==> config.mk <==
export PLATFORM = sky130hd
export DESIGN_NAME = irq_ctrl
export DESIGN_NICKNAME = d
export VERILOG_FILES = /design/src/rtl/irq_ctrl.sv
export SDC_FILE = /design/constraint.sdc
export NUM_CORES = 1
export LEC_CHECK = 0
export BUFFER_PORTS_ARGS = -buffer_cell sky130_fd_sc_hd__buf_2
export CAP_MARGIN = 20
export CORE_UTILIZATION = 56
export DETAILED_ROUTE_END_ITERATION = 6
export GPL_TIMING_DRIVEN = 0
export PLACE_DENSITY = 0.95
export SLEW_MARGIN = 5
export SYNTH_ARGS = -nofsm -noshare
export SYNTH_HDL_FRONTEND = slang
export SYNTH_SLANG_ARGS = --single-unit
==> constraint.sdc <==
create_clock -name clk -period 3.7 [get_ports clk]
set_input_delay 0.74 -clock clk [delete_from_list [all_inputs] [get_ports clk]]
set_output_delay 0.74 -clock clk [all_outputs]
set_load 0.02 [all_outputs]
==> src/rtl/irq_ctrl.sv <==
// Interrupt, fault and break-continue front-end for the microcoded control unit.
// Synchronises requests, prioritises them and tracks trap entry / return bookkeeping.
module irq_ctrl #(
  parameter int unsigned NIRQ = 8
) (
  input  logic            clk,
  input  logic            reset,
  input  logic [NIRQ-1:0] irq_in,
  input  logic            fault_in,
  input  logic            cont_in,
  input  logic [3:0]      state,
  input  logic            RETI,
  input  logic            SYSCALL,
  input  logic            mask_we,
  input  logic [NIRQ-1:0] mask_data,
  input  logic            ie_set,
  input  logic            ie_clr,
  output logic            irq_r,
  output logic            fault_r,
  output logic            cont_r,
  output logic [3:0]      cause,
  output logic            in_service,
  output logic [NIRQ-1:0] pending,
  output logic            ie
);

  typedef enum logic [3:0] {
    ST_TRAP  = 4'd0,
    ST_EXECM = 4'd8,
    ST_BREAK = 4'd9
  } dec_state_e;

  logic [NIRQ-1:0] r_irq_s1, r_irq_s2, r_irq_s3;
  logic            r_cont_s1, r_cont_s2, r_cont_s3;
  logic [NIRQ-1:0] r_mask, r_pending;
  logic            r_irq, r_fault, r_cont, r_in_service, r_ie;
  logic [3:0]      r_cause;

  logic [NIRQ-1:0] w_irq_edge, w_req, w_clr;
  logic            w_cont_edge, w_cand_vld, w_found;
  logic [3:0]      w_cand;
  logic            w_trap, w_take_flt, w_take_irq, w_take_sys, w_entry, w_reti;

  assign w_irq_edge  = r_irq_s2 & ~r_irq_s3;
  assign w_cont_edge = r_cont_s2 & ~r_cont_s3;
  assign w_req       = r_pending & r_mask;
  assign w_cand_vld  = |w_req;

  // Lowest enabled pending line wins.
  always_comb begin
    w_cand  = '0;
    w_found = 1'b0;
    for (int unsigned i = 0; i < NIRQ; i++) begin
      if (w_req[i] && !w_found) begin
        w_cand  = 4'(i);
        w_found = 1'b1;
      end
    end
  end

  always_comb begin
    w_trap     = (state == ST_TRAP);
    w_take_flt = w_trap & r_fault;
    w_take_irq = w_trap & r_irq & ~r_fault;
    w_take_sys = SYSCALL & ~r_in_service;
    w_entry    = w_take_flt | w_take_irq | w_take_sys;
    w_reti     = RETI & (state == ST_EXECM);
    w_clr      = '0;
    if (w_take_irq && w_cand_vld) w_clr = {{(NIRQ-1){1'b0}}, 1'b1} << w_cand;
  end

  always_ff @(posedge clk or negedge reset) begin
    if (!reset) begin
      r_irq_s1     <= '0;
      r_irq_s2     <= '0;
      r_irq_s3     <= '0;
      r_cont_s1    <= 1'b0;
      r_cont_s2    <= 1'b0;
      r_cont_s3    <= 1'b0;
      r_mask       <= '0;
      r_pending    <= '0;
      r_irq        <= 1'b0;
      r_fault      <= 1'b0;
      r_cont       <= 1'b0;
      r_in_service <= 1'b0;
      r_ie         <= 1'b0;
      r_cause      <= '0;
    end else begin
      r_irq_s1  <= irq_in;
      r_irq_s2  <= r_irq_s1;
      r_irq_s3  <= r_irq_s2;
      r_cont_s1 <= cont_in;
      r_cont_s2 <= r_cont_s1;
      r_cont_s3 <= r_cont_s2;

      if (mask_we) r_mask <= mask_data;
      // A fresh edge on the line being accepted re-arms its pending bit.
      r_pending <= (r_pending & ~w_clr) | w_irq_edge;

      if (w_take_irq || r_fault)
        r_irq <= 1'b0;
      else if (!r_irq)
        r_irq <= r_ie & ~r_in_service & w_cand_vld & (state == ST_EXECM);

      r_fault <= fault_in | (r_fault & ~w_trap);

      if (w_take_flt)      r_cause <= 4'd9;
      else if (w_take_irq) r_cause <= w_cand;
      else if (w_take_sys) r_cause <= 4'd8;

      if (w_entry)     r_in_service <= 1'b1;
      else if (w_reti) r_in_service <= 1'b0;

      if (ie_clr || w_entry)     r_ie <= 1'b0;
      else if (ie_set || w_reti) r_ie <= 1'b1;

      r_cont <= (state == ST_BREAK) & (r_cont | w_cont_edge);
    end
  end

  assign irq_r      = r_irq;
  assign fault_r    = r_fault;
  assign cont_r     = r_cont;
  assign cause      = r_cause;
  assign in_service = r_in_service;
  assign pending    = r_pending;
  assign ie         = r_ie;

endmodule
==> results.py <==
metrics = {
    "outcome": {
        "outcome": "finished clean",
    },
    "detailed_routing": {
        "routed_wl_um": 3660,
        "postRouteAntennaNets": 0,
        "wl_met2_um": 1830,
        "routed.top_layer": "met4",
        "wl_per_cell_um": 15.3,
        "dr_wl_met3_um": 262,
        "firstDrtPassIters": 4,
        "viasPerCell": 5.67,
        "wl_met1_um": 1490,
        "initialDrtViolationCount": 65,
        "drc": 0,
        "vias": 1360,
    },
    "worst_setup_path": {
        "critical_path_class": "reg2out",
        "reg2reg_to": "pending[4]",
        "slowest_delay_ns": 0.49,
        "crit_path_start_kind": "register",
        "rr_worst_depth": 4,
        "crit_slowest_cell": "dfrtp_1",
        "worstPathRequired_ns": 2.96,
        "cp_top_family": "flip-flops",
        "critPathLaunch": "pending[1]",
        "crit_fanout": 6,
        "arrival_ns": 1.07,
        "reg2reg_slack_ns": 2.03,
        "reg2reg_from": "pending[2]",
        "crit_chain": "buf_2",
        "cp.buffers_inverters": 1,
        "end_kind": "primary output",
    },
    "finish": {
        "drive_gt1_frac": 0.352,
        "nNetsFinal": 224,
        "final_util": 0.722,
        "antenna_cells": 0,
        "area_growth_syn_to_layout_pct": 19.1,
    },
    "sta": {
        "tightest_slew_ns": 0.436,
        "maxSlewHeadroom": 0.709,
        "tns_ns": 0,
        "fin_crit_ns": 1.81,
        "period_share": 0.489,
        "rsz0062_at_grt": "false",
        "hold_viol": 0,
        "max_freq_mhz": 552,
        "clock_skew_ns": 0.00833,
        "slew_viol_final": 0,
        "setup_violations": 0,
    },
    "die": {
        "core-area_um2": 3130,
        "start_util": 0.606,
        "io_pins": 46,
        "num_rows": 20,
        "die_h_um": 60.2,
        "fp.dieW_um": 60.2,
        "die-area_um2": 3620,
    },
    "cts": {
        "tritoncts": "yes",
        "cts_setup_buffers": 0,
        "cts_resized": 0,
        "cts_buffers": 5,
        "htreeDepth": 2,
        "cts_sinks": 52,
        "clock_latency_ns": 0.37,
        "root_buffer": "clkbuf_4",
        "cts_hold_buf": 0,
        "clk_pin_slew_worst_paths_ns": 0.14,
        "clk_path_buf_depth": 2,
    },
    "global_route": {
        "grt_max_degree": 53,
        "grt.overflow.total": 0,
        "grt_usage": 0.232,
        "first_global_vias": 1353,
        "grt_first_pass_wirelength_um": 6010,
        "grt_antenna_before_repair": 0,
    },
    "synth": {
        "ys_types": 36,
        "syn_nets": 172,
        "ys_top_cells_by_area": "dfrtp_1 69%, mux2_2 4.8%, nand2_1 3.0%",
        "yosysWarnings": 0,
        "seq_area_frac_synth": 0.686,
        "syn_avg_cell_area_um2": 13.3,
        "synthTopCellsByCount": "52 x dfrtp_1, 15 x nand2_1, 9 x inv_1",
        "ys.flop_type": "dfrtp_1",
        "synthCells": 143,
        "async_flop_share": 1.00,
        "synth_top_area_share": 0.686,
        "synth_seq_cells": 52,
        "synth-edff-count": 0,
        "synth_top_cell_by_area": "dfrtp_1",
        "synth_area_um2": 1900,
        "synth.most_common_cell": "dfrtp_1",
    },
    "power_and_ir_drop": {
        "leakage_nw": 1.02,
        "powerDensity_nw_per_um2": 443,
        "ir_drop_uv": 341,
    },
    "job": {
        "max_cap_viol_count": 0,
    },
    "worst_hold_path": {
        "hold_path.class": "in2async",
    },
    "placed_design": {
        "dp.final_hpwl_um": 2710,
        "portBuffers": 44,
        "gp_congestion": 0.818,
    },
}
-- layer usage --
layer / vias to the layer above / global-route usage
li1: 626 / -
met1: 655 / 0.284
met2: 69 / 0.375
met3: 10 / 0.0801
met4: 0 / 0.0930
met5: - / 0
-- logic make-up after synthesis --
kind of cell           share of synthesized area
AO/OA/AOI/OAI                              0.139
AND/OR/NAND/NOR                            0.107
flip-flops                                 0.686
buffers and inverters                     0.0198
multiplexers                              0.0475
-- layout by cell type (no fill, tap or decap), types with 3 or more instances in the layout --
cell type,synthesis,layout
mux2_2,8,8
nand2_1,15,15
o21ai_0,6,6
buf_2,0,44
o22ai_1,3,3
clkbuf_4,0,5
nor2_1,6,6
a22oi_1,3,3
dfrtp_1,52,52
inv_1,9,9
nor2b_1,3,3
-- worst max path at each step --
stage                     slack [ns]  cells past startpoint          to
after floorplan                 1.94                      4    cause[2]
after global placement          1.69                      5  pending[1]
after detailed placement        1.65                      5    cause[2]
after CTS                       1.89                      1  pending[1]
after global routing            1.86                      1  pending[1]
final                           1.89                      1  pending[1]
-- metrics by stage --
stage / total power (W) / hold WS (ns) / area [um^2] / std cells / worst slack, ns
after floorplan: 0.000689 / 0.331 / 1900 / 143 / 1.94
after global placement: 0.000733 / 0.333 / 2170 / 231 / 1.69
after detailed placement: 0.000742 / 0.336 / 2170 / 231 / 1.65
after CTS: 0.00100 / 0.368 / 2240 / 239 / 1.89
after global routing: 0.00104 / 0.234 / 2260 / 240 / 1.86
final: 0.000999 / 0.235 / 2260 / 240 / 1.89
-- registers in the layout, summed over array words and instances, names as in the netlist, 4 cells and up --
name and flops:
pending 8, r_mask 8, r_irq_s1 8, cause 4
r_irq_s3 8, r_irq_s2 8
-- worst register-to-register path, cell delays in order (launching register included) --
cell	delay, ns
dfrtp_1	0.44
a22oi_1	0.36
nand2_1	0.26
a2111oi_2	0.38
o22ai_1	0.13
-- where the power goes --
| group | total (W) | internal (W) | switching (W) | leakage, nW |
|---|---|---|---|---|
| registers | 0.000623 | 0.000600 | 0.0000227 | 0.586 |
| clock network | 0.000265 | 0.0000924 | 0.000172 | 0.0305 |
| logic | 0.000112 | 0.0000464 | 0.0000652 | 0.406 |
| total | 0.000999 | 0.000739 | 0.000260 | 1.02 |
-- layout make-up --
| class | instances | area [um^2] |
|---|---|---|
| multi-input combinational | 81 | 557 |
| fill | 215 | 871 |
| buffer | 1 | 3.75 |
| clock buffer | 6 | 51.3 |
| sequential | 52 | 1300 |
| inverter | 9 | 33.8 |
| tap | 44 | 55.1 |
| clock inverter | 2 | 15.0 |
| timing repair buffer | 45 | 240 |
(Power assumes the default switching activity.)
